==> src/rtl/map_pkg.sv <==
// Shared map definitions: tile codes, resolver FSM encoding and map RAM
// address/word widths. Map rendering and map initialisation reuse these too.
package map_pkg;

  localparam int ADDR_W = 19;
  localparam int WORD_W = 16;

  localparam logic [3:0] TILE_FLOOR   = 4'd0;
  localparam logic [3:0] TILE_WALL    = 4'd1;
  localparam logic [3:0] TILE_KEY     = 4'd2;
  localparam logic [3:0] TILE_DOOR    = 4'd3;
  localparam logic [3:0] TILE_MONSTER = 4'd4;
  localparam logic [3:0] TILE_POTION  = 4'd5;

  typedef enum logic [2:0] {
    ST_IDLE, ST_PRECHK, ST_READ, ST_DECIDE, ST_WRITE, ST_RESP
  } state_e;

  // Word address of tile (x,y): row-major with a 16-tile row pitch.
  function automatic logic [ADDR_W-1:0] tile_addr(input logic [ADDR_W-1:0] base,
                                                  input logic [3:0] x,
                                                  input logic [3:0] y);
    return base + {11'd0, y, x};
  endfunction

endpackage

==> src/rtl/tile_resolver_if.sv <==
// Move-request handshake plus map RAM port of the tile resolver.
//   master: player/movement side and RAM (drives request, RAM read data)
//   slave : resolver (drives response, RAM address/write)
interface tile_resolver_if;
  import map_pkg::*;

  logic              ask_move;
  logic [3:0]        ask_x, ask_y;
  logic [3:0]        player_x, player_y;
  logic [3:0]        key_num;
  logic [7:0]        health;
  logic              accept_move, reject_move, busy;
  logic [3:0]        goto_x, goto_y;
  logic [3:0]        key_num_out;
  logic [7:0]        health_out;
  logic [ADDR_W-1:0] bRAM_map_addr;
  logic [WORD_W-1:0] bRAM_map_data;
  logic              bRAM_map_wr;
  logic [WORD_W-1:0] bRAM_map_dwrite;

  modport master (
    output ask_move, ask_x, ask_y, player_x, player_y, key_num, health, bRAM_map_data,
    input  accept_move, reject_move, busy, goto_x, goto_y, key_num_out, health_out,
           bRAM_map_addr, bRAM_map_wr, bRAM_map_dwrite
  );

  modport slave (
    input  ask_move, ask_x, ask_y, player_x, player_y, key_num, health, bRAM_map_data,
    output accept_move, reject_move, busy, goto_x, goto_y, key_num_out, health_out,
           bRAM_map_addr, bRAM_map_wr, bRAM_map_dwrite
  );

endinterface

==> src/rtl/move_precheck.sv <==
// Combinational geometry check for a move request.
//   in : ask_x/ask_y target, player_x/player_y current position
//   out: ok   - target inside the grid and exactly one step (4-adjacent)
//        addr - map RAM word address of the target tile
module move_precheck import map_pkg::*; #(
  parameter int                GRID_W   = 13,
  parameter int                GRID_H   = 13,
  parameter logic [ADDR_W-1:0] MAP_BASE = '0
) (
  input  logic [3:0]        ask_x,
  input  logic [3:0]        ask_y,
  input  logic [3:0]        player_x,
  input  logic [3:0]        player_y,
  output logic              ok,
  output logic [ADDR_W-1:0] addr
);

  localparam logic [4:0] GW = 5'(GRID_W);
  localparam logic [4:0] GH = 5'(GRID_H);

  logic [3:0] dx, dy;
  logic       in_grid, adj;

  always_comb begin
    dx      = (ask_x >= player_x) ? ask_x - player_x : player_x - ask_x;
    dy      = (ask_y >= player_y) ? ask_y - player_y : player_y - ask_y;
    in_grid = ({1'b0, ask_x} < GW) && ({1'b0, ask_y} < GH);
    // |dx|+|dy| == 1; the same-tile case fails here as well
    adj     = (dx == 4'd1 && dy == 4'd0) || (dx == 4'd0 && dy == 4'd1);
    ok      = in_grid && adj;
    addr    = tile_addr(MAP_BASE, ask_x, ask_y);
  end

endmodule

==> src/rtl/tile_resolver.sv <==
// Responder for player move requests. Samples a request, checks geometry,
// reads the target tile, applies wall/key/door/monster/potion rules, clears
// consumed tiles in the map RAM and returns a one-cycle accept/reject pulse
// with the resulting position, key count and health.
//   clk, rst : clock, synchronous active-high reset
//   io       : move handshake + map RAM port (slave side)
// All handshake outputs are registered from the state they belong to, so each
// appears one cycle after that state (RESP -> pulse, WRITE -> RAM write).
module tile_resolver import map_pkg::*; #(
  parameter logic [ADDR_W-1:0] MAP_BASE    = '0,
  parameter int                GRID_W      = 13,
  parameter int                GRID_H      = 13,
  parameter int                RD_LAT      = 2,
  parameter int                MONSTER_DMG = 3,
  parameter int                POTION_HEAL = 5,
  parameter int                HEALTH_MAX  = 10
) (
  input  logic           clk,
  input  logic           rst,
  tile_resolver_if.slave io
);

  localparam logic [1:0] RD_LAST = 2'(RD_LAT - 1);
  localparam logic [7:0] DMG     = 8'(MONSTER_DMG);
  localparam logic [8:0] HEAL    = 9'(POTION_HEAL);
  localparam logic [8:0] HMAX    = 9'(HEALTH_MAX);

  state_e            state_q, state_d;
  logic [3:0]        ax_q, ax_d, ay_q, ay_d, px_q, px_d, py_q, py_d, key_q, key_d;
  logic [7:0]        hp_q, hp_d;
  logic [WORD_W-1:0] tile_q, tile_d;
  logic [1:0]        rd_cnt_q, rd_cnt_d;
  logic [ADDR_W-1:0] addr_q, addr_d;
  logic              res_acc_q, res_acc_d;
  logic [3:0]        res_key_q, res_key_d;
  logic [7:0]        res_hp_q, res_hp_d;
  logic              accept_q, accept_d, reject_q, reject_d, busy_q, busy_d;
  logic [3:0]        gx_q, gx_d, gy_q, gy_d, key_out_q, key_out_d;
  logic [7:0]        hp_out_q, hp_out_d;
  logic              wr_q, wr_d;
  logic [WORD_W-1:0] dwrite_q, dwrite_d;

  logic              pc_ok, consume;
  logic [ADDR_W-1:0] pc_addr;
  logic [8:0]        hp_sum;

  move_precheck #(.GRID_W(GRID_W), .GRID_H(GRID_H), .MAP_BASE(MAP_BASE)) u_precheck (
    .ask_x(ax_q), .ask_y(ay_q), .player_x(px_q), .player_y(py_q),
    .ok(pc_ok), .addr(pc_addr)
  );

  always_comb begin
    state_d   = state_q;
    ax_d = ax_q; ay_d = ay_q; px_d = px_q; py_d = py_q; key_d = key_q; hp_d = hp_q;
    tile_d    = tile_q;
    rd_cnt_d  = rd_cnt_q;
    addr_d    = addr_q;
    res_acc_d = res_acc_q;
    res_key_d = res_key_q;
    res_hp_d  = res_hp_q;
    accept_d  = 1'b0;
    reject_d  = 1'b0;
    gx_d = gx_q; gy_d = gy_q; key_out_d = key_out_q; hp_out_d = hp_out_q;
    wr_d      = 1'b0;
    dwrite_d  = dwrite_q;
    consume   = 1'b0;
    hp_sum    = {1'b0, hp_q} + HEAL;

    unique case (state_q)
      ST_IDLE: if (io.ask_move) begin
        ax_d = io.ask_x; ay_d = io.ask_y; px_d = io.player_x; py_d = io.player_y;
        key_d = io.key_num; hp_d = io.health;
        state_d = ST_PRECHK;
      end
      ST_PRECHK: begin
        // default result is a reject that leaves everything as it was
        res_acc_d = 1'b0;
        res_key_d = key_q;
        res_hp_d  = hp_q;
        if (pc_ok) begin
          addr_d   = pc_addr;
          rd_cnt_d = 2'd0;
          state_d  = ST_READ;
        end else begin
          state_d  = ST_RESP;
        end
      end
      ST_READ: begin
        if (rd_cnt_q == RD_LAST) begin
          tile_d  = io.bRAM_map_data;
          state_d = ST_DECIDE;
        end else begin
          rd_cnt_d = rd_cnt_q + 2'd1;
        end
      end
      ST_DECIDE: begin
        case (tile_q[3:0])
          TILE_FLOOR: res_acc_d = 1'b1;
          TILE_KEY: begin
            res_acc_d = 1'b1;
            res_key_d = (key_q == 4'hF) ? 4'hF : key_q + 4'd1;
            consume   = 1'b1;
          end
          TILE_DOOR: if (key_q != 4'd0) begin
            res_acc_d = 1'b1;
            res_key_d = key_q - 4'd1;
            consume   = 1'b1;
          end
          TILE_MONSTER: if (hp_q > DMG) begin
            res_acc_d = 1'b1;
            res_hp_d  = hp_q - DMG;
            consume   = 1'b1;
          end
          TILE_POTION: begin
            res_acc_d = 1'b1;
            res_hp_d  = (hp_sum > HMAX) ? HMAX[7:0] : hp_sum[7:0];
            consume   = 1'b1;
          end
          default: ; // wall and unknown codes block the move
        endcase
        state_d = consume ? ST_WRITE : ST_RESP;
      end
      ST_WRITE: begin
        wr_d     = 1'b1;
        dwrite_d = {tile_q[15:4], 4'h0};
        state_d  = ST_RESP;
      end
      ST_RESP: begin
        accept_d  = res_acc_q;
        reject_d  = ~res_acc_q;
        key_out_d = res_key_q;
        hp_out_d  = res_hp_q;
        gx_d      = res_acc_q ? ax_q : px_q;
        gy_d      = res_acc_q ? ay_q : py_q;
        state_d   = ST_IDLE;
      end
      default: state_d = ST_IDLE;
    endcase

    // busy covers the whole transaction including the response pulse cycle
    busy_d = (state_d != ST_IDLE) || accept_d || reject_d;
  end

  always_ff @(posedge clk) begin
    if (rst) begin
      state_q <= ST_IDLE;
      ax_q <= '0; ay_q <= '0; px_q <= '0; py_q <= '0; key_q <= '0; hp_q <= '0;
      tile_q <= '0; rd_cnt_q <= '0; addr_q <= MAP_BASE;
      res_acc_q <= 1'b0; res_key_q <= '0; res_hp_q <= '0;
      accept_q <= 1'b0; reject_q <= 1'b0; busy_q <= 1'b0;
      gx_q <= '0; gy_q <= '0; key_out_q <= '0; hp_out_q <= '0;
      wr_q <= 1'b0; dwrite_q <= '0;
    end else begin
      state_q <= state_d;
      ax_q <= ax_d; ay_q <= ay_d; px_q <= px_d; py_q <= py_d; key_q <= key_d; hp_q <= hp_d;
      tile_q <= tile_d; rd_cnt_q <= rd_cnt_d; addr_q <= addr_d;
      res_acc_q <= res_acc_d; res_key_q <= res_key_d; res_hp_q <= res_hp_d;
      accept_q <= accept_d; reject_q <= reject_d; busy_q <= busy_d;
      gx_q <= gx_d; gy_q <= gy_d; key_out_q <= key_out_d; hp_out_q <= hp_out_d;
      wr_q <= wr_d; dwrite_q <= dwrite_d;
    end
  end

  // The address goes out during PRECHK itself so the RAM latency starts
  // counting on the PRECHK->READ edge; a rejected move never moves it.
  assign io.bRAM_map_addr   = (state_q == ST_PRECHK && pc_ok) ? pc_addr : addr_q;
  assign io.bRAM_map_wr     = wr_q & ~rst;
  assign io.bRAM_map_dwrite = dwrite_q;
  assign io.accept_move     = accept_q;
  assign io.reject_move     = reject_q;
  assign io.busy            = busy_q;
  assign io.goto_x          = gx_q;
  assign io.goto_y          = gy_q;
  assign io.key_num_out     = key_out_q;
  assign io.health_out      = hp_out_q;

endmodule

==> src/flat_wrapper.sv <==
// flat-port wrapper written by rule: the top's interface ports become plain ports
module tile_resolver_flat import map_pkg::*;
#(
  parameter logic [ADDR_W-1:0] MAP_BASE    = '0,
  parameter int                GRID_W      = 13,
  parameter int                GRID_H      = 13,
  parameter int                RD_LAT      = 2,
  parameter int                MONSTER_DMG = 3,
  parameter int                POTION_HEAL = 5,
  parameter int                HEALTH_MAX  = 10
)
  (clk, rst, io_ask_move, io_ask_x, io_ask_y, io_player_x, io_player_y, io_key_num, io_health, io_bRAM_map_data, io_accept_move, io_reject_move, io_busy, io_goto_x, io_goto_y, io_key_num_out, io_health_out, io_bRAM_map_addr, io_bRAM_map_wr, io_bRAM_map_dwrite);
  tile_resolver_if io_i ();
  input  logic clk;
  input  logic rst;
  input wire logic [$bits(io_i.ask_move)-1:0] io_ask_move;
  input wire logic [$bits(io_i.ask_x)-1:0] io_ask_x;
  input wire logic [$bits(io_i.ask_y)-1:0] io_ask_y;
  input wire logic [$bits(io_i.player_x)-1:0] io_player_x;
  input wire logic [$bits(io_i.player_y)-1:0] io_player_y;
  input wire logic [$bits(io_i.key_num)-1:0] io_key_num;
  input wire logic [$bits(io_i.health)-1:0] io_health;
  input wire logic [$bits(io_i.bRAM_map_data)-1:0] io_bRAM_map_data;
  output wire logic [$bits(io_i.accept_move)-1:0] io_accept_move;
  output wire logic [$bits(io_i.reject_move)-1:0] io_reject_move;
  output wire logic [$bits(io_i.busy)-1:0] io_busy;
  output wire logic [$bits(io_i.goto_x)-1:0] io_goto_x;
  output wire logic [$bits(io_i.goto_y)-1:0] io_goto_y;
  output wire logic [$bits(io_i.key_num_out)-1:0] io_key_num_out;
  output wire logic [$bits(io_i.health_out)-1:0] io_health_out;
  output wire logic [$bits(io_i.bRAM_map_addr)-1:0] io_bRAM_map_addr;
  output wire logic [$bits(io_i.bRAM_map_wr)-1:0] io_bRAM_map_wr;
  output wire logic [$bits(io_i.bRAM_map_dwrite)-1:0] io_bRAM_map_dwrite;
  assign io_i.ask_move = io_ask_move;
  assign io_i.ask_x = io_ask_x;
  assign io_i.ask_y = io_ask_y;
  assign io_i.player_x = io_player_x;
  assign io_i.player_y = io_player_y;
  assign io_i.key_num = io_key_num;
  assign io_i.health = io_health;
  assign io_i.bRAM_map_data = io_bRAM_map_data;
  assign io_accept_move = io_i.accept_move;
  assign io_reject_move = io_i.reject_move;
  assign io_busy = io_i.busy;
  assign io_goto_x = io_i.goto_x;
  assign io_goto_y = io_i.goto_y;
  assign io_key_num_out = io_i.key_num_out;
  assign io_health_out = io_i.health_out;
  assign io_bRAM_map_addr = io_i.bRAM_map_addr;
  assign io_bRAM_map_wr = io_i.bRAM_map_wr;
  assign io_bRAM_map_dwrite = io_i.bRAM_map_dwrite;
  tile_resolver #(.MAP_BASE(MAP_BASE), .GRID_W(GRID_W), .GRID_H(GRID_H), .RD_LAT(RD_LAT), .MONSTER_DMG(MONSTER_DMG), .POTION_HEAL(POTION_HEAL), .HEALTH_MAX(HEALTH_MAX)) u_core (.clk(clk), .rst(rst), .io(io_i));
endmodule
==> config.mk <==
export PLATFORM = sky130hd
export DESIGN_NAME = tile_resolver_flat
export DESIGN_NICKNAME = d
export VERILOG_FILES = /design/src/rtl/map_pkg.sv /design/src/rtl/tile_resolver_if.sv /design/src/rtl/move_precheck.sv /design/src/rtl/tile_resolver.sv /design/src/flat_wrapper.sv
export SDC_FILE = /design/constraint.sdc
export NUM_CORES = 1
export LEC_CHECK = 0
export CORE_MARGIN = 5
export CORE_UTILIZATION = 30
export CTS_BUF_LIST = sky130_fd_sc_hd__clkbuf_4
export CTS_CLUSTER_DIAMETER = 80
export CTS_CLUSTER_SIZE = 20
export DETAILED_ROUTE_END_ITERATION = 16
export DONT_BUFFER_PORTS = 1
export PLACE_DENSITY = 0.4
export REMOVE_ABC_BUFFERS = 1
export SLEW_MARGIN = 10
export SYNTH_ARGS = -nofsm -noshare
export SYNTH_HDL_FRONTEND = slang
export SYNTH_SLANG_ARGS = --single-unit
==> constraint.sdc <==
create_clock -name clk -period 3.5 [get_ports clk]
set_input_delay 1.05 -clock clk [delete_from_list [all_inputs] [get_ports clk]]
set_output_delay 1.05 -clock clk [all_outputs]
set_load 0.02 [all_outputs]
==> results.md, run 1 <==
- Outcome: finished with violations
- Failing checks: setup timing
- Worst vdd ir: roughly 0.24 mV
- Synth Instances: 680
- CP peak stage delay: ~0.37 ns
- Register area share after synthesis: 0.393
- Worst Path Required: between 2 and 2.5 ns
- Number of flops mapped to enable cells by yosys: 0
- I/O pins: 106
- Total Wirelength: between 10000 and 15000 um
- # setup viols final: 8
- Tcrit/Tclk final: 1.11
- Port Buffers: 0
- DRT Pass-1 Iters: 4
- DRC: 0
- # fillers: 1910
- Die Span X: 144 um
- Reg2reg setup slack: roughly 0.8 ns
- GR Overflow Total: 0
- Total GRT Usage: 0.144
- Setup_tns: -2.81 ns
- Initial antenna violation count: 1
- RSZ-0062 raised after global routing: yes
- F_max: 0.257 GHz
- Max_cap viols: 0
- Count of nets after finishing: roughly 770
- Tightest Hold Check Type: reg -> reg
- Crit-path max FO: 5
- Slew @ Worst Pin: 0.700 ns
- Critical path type: reg -> out
- Startpoint Class: register
- Post-Place Cells: between 900 and 1000
- Largest net degree at the start of global routing: 105
- Synth cell types: 69
- Dpl hpwl: between 10000 and 15000 um
- Post-Synthesis Cell Area: about 5400 sq um
- Setup ws final: -0.393 ns
- Area post-placement: 5690 sq um
- Most frequent cells in the layout: nand2_1 (165), dfxtp_1 (100), a21oi_1 (96)
- Worst-path clk slew: 0.17 ns
- DR vias/cell: a little under 5
- Iter 0 DRT Violations: about 140
- Area Overhead vs Synth: 14.7%
- Pleak: ~2.2 nW
- FFs w/ async S/R, synth: 0
- Clk_skew: 0.0238 ns
- Post-route cell area: ~6200 sq um
- Total Die Area: around 21000 sq um
- H-tree Lvls: 3
- Most common cell after layout, fill and taps aside: nand2_1
- Vias in the first global route: between 4000 and 5000
- Initial Utilization: 0.303
- Worst EP arrival: 2.84 ns
- Relative max-transition margin: 0.532
- Skew-Pair Late Insertion Delay: slightly below 0.5 ns
- Root buffer cell: clkbuf_4
- Inserted Clock Buffers: 9
- CTS tree: built
- Gpl congestion: slightly below 0.8
- CP max-delay cell: dfxtp_2
- Layout cells sized above 1: 0.160
- Drt wl/cell: roughly 16 um
- Yosys warns: 0
- Final slew viol count: 0
- Worst-path cell chain: inv_2, ha_4, fa_2, a21boi_2, o21ai_1, mux2i_1, buf_4, o2111ai_4, o31ai_2, nand2_1, buf_6
- Crit end category: output pin
- Final min period: just under 4 ns
- DIE HEIGHT: 144 um
- CTS sink cnt: around 110
- Via count: approximately 4600
- #FFs+latches synth: between 100 and 150
- Post-DRT Antenna Nets: 0
- Core Area: approximately 18000 sq um
- Worst hold slack: between 0.4 and 0.5 ns
- First-pass GRT wire length: around 24000 um
- Synth Flop Type: dfxtp_1
- Avg Synthesized Cell Area: around 7.9 sq um
- FP Rows: between 40 and 50
- Final cell count without fillers: around 930
- Place WS: -0.0498 ns
- Power per cell area: roughly 520 nW/um^2
- Final Hold Vio Count: 0
- Clk buf depth: 2
-- flip-flops by register name, summed over array words and instances, names as in the netlist, 8 cells and up --
| name | cells |
|---|---|
| u_core.tile_q | 16 |
| u_core.io.bRAM_map_dwrite | 12 |
| u_core.addr_q | 8 |
| u_core.hp_q | 8 |
| u_core.io.health_out | 8 |
| u_core.res_hp_q | 8 |
-- critical path, delay by kind of cell (launching register included) --
kind / cells / cell delay [ns]
compound gates: 4 / 0.83
simple gates: 1 / 0.11
fa+ha+maj: 2 / 0.49
flops: 1 / 0.37
buf+inv: 3 / 0.35
mux: 1 / 0.21
-- synthesized netlist by cell type, drive strengths merged, types with 5 or more instances --
master	count	area (sq um)
nor3	9	50.1
clkbuf	25	95.1
o21ai	17	88.8
dfxtp	106	2120
ha	20	250
a21oi	97	489
nor2	43	164
nand4	11	68.8
buf	33	229
a311oi	7	67.6
o31ai	9	67.6
nand3	8	40.0
inv	23	86.3
a211oi	12	90.1
nand2	168	633
nor2b	5	31.3
mux2i	13	130
-- cell type report --
class	count	area [sq um]	share of cell area
Antenna cell	1	2.50	0.000404
Clock buffer	9	67.6	0.0109
Clock inverter	7	148	0.0238
Inverter	23	86.3	0.0139
Multi-Input combinational cell	508	3100	0.500
Sequential cell	106	2130	0.344
Tap cell	229	287	0.0462
Timing Repair Buffer	46	375	0.0606
-- routing by layer --
layer  global-route usage  share of wire  up-vias
met5                    0              0        -
met4               0.0358          0.015        0
met1                0.174           0.44     2120
li1                     -              -     2342
met3               0.0460          0.050       16
met2                0.251           0.49       87
-- power by group --
part	internal [mW]	total (mW)	switching, mW	leakage (nW)
combinational	0.389	0.968	0.579	1.23
clock	0.440	0.873	0.433	0.109
sequential	1.28	1.38	0.0985	0.863
-- through the flow --
step / util / power (mW)
floorplan: - / 1.95
global placement: 0.319 / 2.21
detailed placement: 0.319 / 2.22
CTS: 0.342 / 3.24
global route: 0.347 / 3.44
finish: 0.347 / 3.22
-- kinds of logic after synthesis --
| kind of cell | Yosys count | synth area share |
|---|---|---|
| AO/OA/AOI/OAI | 176 | 0.207 |
| other | 1 | 0.000694 |
| flip-flops | 106 | 0.393 |
| buffers and inverters | 81 | 0.0760 |
| adder cells (fa/ha/maj) | 24 | 0.0612 |
| multiplexers | 16 | 0.0303 |
| AND/OR/NAND/NOR | 268 | 0.219 |
| XOR/XNOR | 8 | 0.0130 |
-- what timing repair did --
action                                  CTS  global route
gates resized for setup                  40            15
endpoints found under the setup margin    8             8
hold buffers                              0             0
pin swaps                                17             6
gates cloned                              1             1
buffers inserted                          5             4
-- worst paths after layout --
kind	cells past startpoint	end	from
setup / recovery	11	io_bRAM_map_addr[4]	u_core.ay_q[0]
setup reg to reg	14	u_core.addr_q[3]	u_core.ay_q[0]
hold / removal	2	u_core.io.bRAM_map_dwrite[9]	u_core.tile_q[9]
hold reg to reg	2	u_core.io.bRAM_map_dwrite[9]	u_core.tile_q[9]
(Power assumes the default switching activity.)
==> run 2: changes to the inputs <==
--- a/config.mk
+++ b/config.mk
@@ -5,6 +5,7 @@
 export SDC_FILE = /design/constraint.sdc
 export NUM_CORES = 1
 export LEC_CHECK = 0
+export CORE_ASPECT_RATIO = 1.25
 export CORE_MARGIN = 5
 export CORE_UTILIZATION = 30
 export CTS_BUF_LIST = sky130_fd_sc_hd__clkbuf_4
==> results.md, run 2 (synthesis results as in run 1) <==
- Outcome: finished with violations
- Failing checks: setup timing
- Crit path top cell by count: buf_4
- Critical path type: reg -> out
- Worst vdd ir: approximately 0.2 mV
- Clk_skew: approximately 0.022 ns
- Post-Place Cells: 902
- Combinational share of power: 0.326
- Clk buf depth: 2
- Crit-path max FO: 4
- Total Power: about 3.2 mW
- Pleak: roughly 2.3 nW
- FP Rows: between 50 and 60
- Worst Path Required: approximately 2.5 ns
- Worst-path clk slew: around 0.16 ns
- GRT busiest layer: met2
- Final min period: 3.91 ns
- Crit end category: output pin
- M2 GR Usage: 0.266
- P_int: ~2.1 mW
- Die Span X: 130 um
- CP peak stage delay: 0.54 ns
- Met1 GRT Util: 0.175
- Core Area: approximately 18000 sq um
- Sequential share of power: 0.429
- Most frequent cells in the layout: nand2_1 (166), dfxtp_1 (101), a21oi_1 (96)
- Initial antenna violation count: 1
- Drt wl/cell: about 16 um
- Startpoint Class: register
- Final Hold Vio Count: 0
- Inserted Clock Buffers: 9
- DRT Pass-1 Iters: 4
- Tcrit/Tclk final: 1.12
- Via count: 4643
- Post-DRT Antenna Nets: 0
- Root buffer cell: clkbuf_4
- Setup_tns: -2.93 ns
- Worst hold slack: 0.461 ns
- Area Overhead vs Synth: 17.2%
- Worst EP arrival: about 2.9 ns
- Tightest Hold Check Type: reg -> reg
- Dpl hpwl: approximately 11000 um
- F_max: around 0.26 GHz
- Max_cap viols: 0
- Hold_buf cts: 0
- CTS sink cnt: 106
- Count of nets after finishing: ~770
- H-tree Lvls: 3
- Vias in the first global route: between 4000 and 5000
- Power per cell area: approximately 510 nW/um^2
- Iter 0 DRT Violations: ~140
- Largest net degree at the start of global routing: 105
- Total GRT Usage: 0.150
- DRC: 0
- CTS tree: built
- Final slew viol count: 0
- Final cell count without fillers: between 900 and 1000
- Place WS: -0.0505 ns
- Relative max-transition margin: 0.511
- DR vias/cell: ~5
- Largest register FFs: 16
- Sw Share: 0.349
- I/O pins: around 110
- Met3 Use GR: 0.0241
- Port Buffers: 0
- NetSw: between 1 and 1.5 mW
- Gpl congestion: 0.841
- Skew-Pair Late Insertion Delay: around 0.49 ns
- Worst-path cell chain: buf_6, inv_2, ha_4, fa_2, nand2_2, mux2i_1, buf_4, o2111ai_4, buf_4, o31ai_4, nand2_1, buf_4
- Initial Utilization: 0.307
- Total Wirelength: roughly 15000 um
- GR Overflow Total: 0
- Most common cell after layout, fill and taps aside: nand2_1
- Total Die Area: 20800 sq um
- Layout cells sized above 1: 0.172
- DIE HEIGHT: about 160 um
- First-pass GRT wire length: 24800 um
- RSZ-0062 raised after global routing: yes
- CP max-delay cell: fa_2
- Setup ws final: -0.413 ns
- Clock Power Share: 0.246
- Slew @ Worst Pin: between 0.7 and 0.8 ns
- # setup viols final: 8
- Largest Register: u_core.tile_q
run 2: cell count changes in the layout (fill, tap and decap cells not counted), sizes merged:
cell,change
clkbuf,+2
o2111ai,-1
bufinv,-1
inv,-2
clkinv,+1
buf,+10
run 2: cell type report:
cell class,instances,area (sq um)
clock inverter,5,103
multi-input combinational,507,3160
timing repair buffer,56,485
sequential,106,2130
inverter,23,86.3
clock buffer,11,82.6
tap,224,280
antenna,1,2.50
fill,1909,11200
run 2: timing repair:
item	in CTS	in global routing
buffers inserted	10	4
endpoints found under the setup margin	8	8
gates resized for setup	52	16
gates cloned	0	0
pin swaps	24	11
hold endpoints to repair	0	0
run 2: metal layers:
layer / vias to the layer above / part of all wire
li1: 2348 / -
met1: 2191 / 0.41
met2: 82 / 0.52
met3: 22 / 0.038
met4: 0 / 0.031
met5: - / 0
run 2: critical path: cells and delay by family, from the launching register on:
family | cells | cell delay [ns]
buffers and inverters | 5 | 0.65
multiplexers | 1 | 0.13
AO/OA/AOI/OAI | 2 | 0.39
flip-flops | 1 | 0.39
adder cells (fa/ha/maj) | 2 | 0.70
AND/OR/NAND/NOR | 2 | 0.13
run 2: through the flow:
| step | instance area [sq um] | utilization |
|---|---|---|
| floorplan | 5130 | - |
| global placement | 5730 | 0.326 |
| detailed placement | 5730 | 0.326 |
| CTS | 6220 | 0.354 |
| global route | 6330 | 0.360 |
| finish | 6330 | 0.360 |
run 2: power groups by stage:
stage                     logic, mW  registers [mW]  clock network, mW
final                          1.05            1.38              0.790
after global routing           1.16            1.40              0.879
after CTS                      1.02            1.38              0.834
after detailed placement      0.855            1.40                  0
after global placement        0.839            1.40                  0
after floorplan               0.554            1.39                  0
run 2: worst paths after layout:
path / from / to / slack [ns] / cells after the start
worst min-delay path: u_core.tile_q[10] / u_core.io.bRAM_map_dwrite[10] / 0.46 / 2
worst min register to register: u_core.tile_q[10] / u_core.io.bRAM_map_dwrite[10] / 0.46 / 2
worst max-delay path: u_core.py_q[0] / io_bRAM_map_addr[2] / -0.41 / 12
worst max register to register: u_core.py_q[0] / u_core.rd_cnt_q[0] / 0.81 / 13
==> run 3: changes to the inputs <==
--- a/config.mk
+++ b/config.mk
@@ -6,15 +6,13 @@
 export NUM_CORES = 1
 export LEC_CHECK = 0
 export CORE_ASPECT_RATIO = 1.25
-export CORE_MARGIN = 5
+export CORE_MARGIN = 2
 export CORE_UTILIZATION = 30
 export CTS_BUF_LIST = sky130_fd_sc_hd__clkbuf_4
 export CTS_CLUSTER_DIAMETER = 80
 export CTS_CLUSTER_SIZE = 20
 export DETAILED_ROUTE_END_ITERATION = 16
 export DONT_BUFFER_PORTS = 1
-export PLACE_DENSITY = 0.4
-export REMOVE_ABC_BUFFERS = 1
 export SLEW_MARGIN = 10
 export SYNTH_ARGS = -nofsm -noshare
 export SYNTH_HDL_FRONTEND = slang
==> results.md, run 3 (synthesis results as in run 1) <==
- Initial antenna violation count: 1
- Area post-placement: about 5600 sq um
- F_max: between 0.2 and 0.3 GHz
- Most common cell after layout, fill and taps aside: nand2_1
- Relative max-transition margin: 0.306
- DR vias/cell: approximately 5.0
- Clk buf depth: 2
- RSZ-0062 raised after global routing: yes
- Final cell count without fillers: a little over 900
- GR Overflow Total: 0
- Largest Register: u_core.tile_q
- DRC: 0
- Root buffer cell: clkbuf_4
- Core Area: 17600 sq um
- Clk_skew: 0.0304 ns
- Max_cap viols: 0
- Crit end category: output pin
- Iter 0 DRT Violations: 179
- CTS sink cnt: approximately 110
- Port Buffers: 0
- Worst-path cell chain: inv_2, ha_4, fa_2, a21boi_2, o21ai_1, mux2i_1, buf_4, o2111ai_4, buf_12, o31ai_4, nand2_2
- # setup viols final: 8
- Hold_buf cts: 0
- Total Power: about 3.1 mW
- DIE HEIGHT: 154 um
- Worst Path Required: ~2.5 ns
- Total Die Area: 19100 sq um
- Post-DRT Antenna Nets: 0
- Largest register FFs: 16
- Pleak: between 2 and 2.5 nW
- FP Rows: 54
- Worst vdd ir: around 0.31 mV
- Count of nets after finishing: roughly 750
- Critical path type: reg -> out
- Startpoint Class: register
- First-pass GRT wire length: between 20000 and 25000 um
- Final min period: around 3.9 ns
- Outcome: finished with violations
- Post-Place Cells: ~900
- Via count: between 4000 and 5000
- I/O pins: around 110
- Worst path bufs/invs: 3
- Most frequent cells in the layout: nand2_1 (159), a21oi_1 (96), dfxtp_1 (96)
- Final Hold Vio Count: 0
- DRT Pass-1 Iters: 4
- Setup ws final: -0.354 ns
- Worst hold slack: approximately 0.45 ns
- Dpl hpwl: between 9000 and 10000 um
- Area Overhead vs Synth: 12.3%
- Failing checks: setup timing
- Inserted Clock Buffers: 9
- CTS tree: built
- H-tree Lvls: 3
- Crit-path max FO: 7
- Largest net degree at the start of global routing: 105
- Post-route cell area: about 6000 sq um
- Tcrit/Tclk final: 1.10
- Drt wl/cell: ~16 um
- # fillers: 1893
- Final slew viol count: 0
- Worst EP arrival: between 2 and 3 ns
- Slew @ Worst Pin: approximately 1.0 ns
- CP max-delay cell: dfxtp_2
- Worst-path clk slew: about 0.19 ns
- Vias in the first global route: 4315
- Tightest Hold Check Type: reg -> reg
- Skew-Pair Late Insertion Delay: about 0.5 ns
- Gpl congestion: roughly 0.81
- Layout cells sized above 1: 0.152
- CP peak stage delay: roughly 0.38 ns
- Total GRT Usage: 0.153
- Total Wirelength: 14200 um
- Power per cell area: between 500 and 600 nW/um^2
- Initial Utilization: 0.307
- Die Span X: about 120 um
- CP delay by family, top: compound AO/OA/AOI/OAI gates
## run 3: changes by cell type in the layout (fill, tap and decap cells not counted), moves of 3 or more
cell / before / now
dfxtp_1: 101 / 96
nand2_1: 166 / 159
inv_8: 0 / 3
ha_4: 5 / 2
dfxtp_2: 4 / 10
buf_6: 14 / 1
nand2_2: 2 / 9
buf_4: 41 / 27
## run 3: per-stage QoR
stage,setup TNS [ns],util,setup slack [ns]
5_1_grt,-3.78,0.345,-0.488
3_3_place_gp,0,0.318,0.0780
3_5_place_dp,-0.00318,0.318,-0.00318
6_report,-2.68,0.345,-0.354
2_1_floorplan,0,-,0.0592
4_1_cts,-2.80,0.344,-0.361
## run 3: per-layer routing
metal / vias up / track usage / share of wire
met5: - / 0 / 0
met4: 0 / 0.0498 / 0.020
met3: 18 / 0.0278 / 0.041
met2: 92 / 0.266 / 0.50
met1: 2114 / 0.189 / 0.44
li1: 2304 / - / -
## run 3: power by group
part           internal, mW  total, mW  switching [mW]
registers              1.29       1.39           0.107
clock network         0.245      0.714           0.470
logic                 0.388      0.969           0.582
total                  1.92       3.08            1.16
## run 3: area by class of cell
class / count / area, sq um / area share
Multi-Input combinational cell: 507 / 3130 / 0.516
Sequential cell: 106 / 2130 / 0.352
Tap cell: 224 / 280 / 0.0462
Timing Repair Buffer: 31 / 274 / 0.0452
Inverter: 23 / 86.3 / 0.0142
Clock inverter: 6 / 81.3 / 0.0134
Clock buffer: 10 / 75.1 / 0.0124
Antenna cell: 1 / 2.50 / 0.000413
## run 3: worst reg2reg max path: cells and delay by family, from the launching register on
family | cells | cell delay (ns)
compound gates | 4 | 0.56
mux | 1 | 0.21
fa+ha+maj | 2 | 0.51
flops | 1 | 0.38
buf+inv | 4 | 0.52
simple gates | 1 | 0.24
## run 3: path summary, 6_finish.rpt
| kind | slack, ns | to | startpoint | cells past startpoint |
|---|---|---|---|---|
| worst max-delay path | -0.35 | io_bRAM_map_addr[2] | u_core.ay_q[0] | 11 |
| worst min-delay path | 0.45 | u_core.io.health_out[7] | u_core.res_hp_q[7] | 2 |
| worst max register to register | 0.95 | u_core.state_q[2] | u_core.ay_q[0] | 12 |
| worst min register to register | 0.45 | u_core.io.health_out[7] | u_core.res_hp_q[7] | 2 |
## run 3: repair_timing
item                                    4_1_cts  5_1_grt
endpoints found under the setup margin        8        8
pin swaps                                    25        3
gates resized for setup                      51        5
endpoints found under the hold margin         0        0
setup buffers                                 9        1
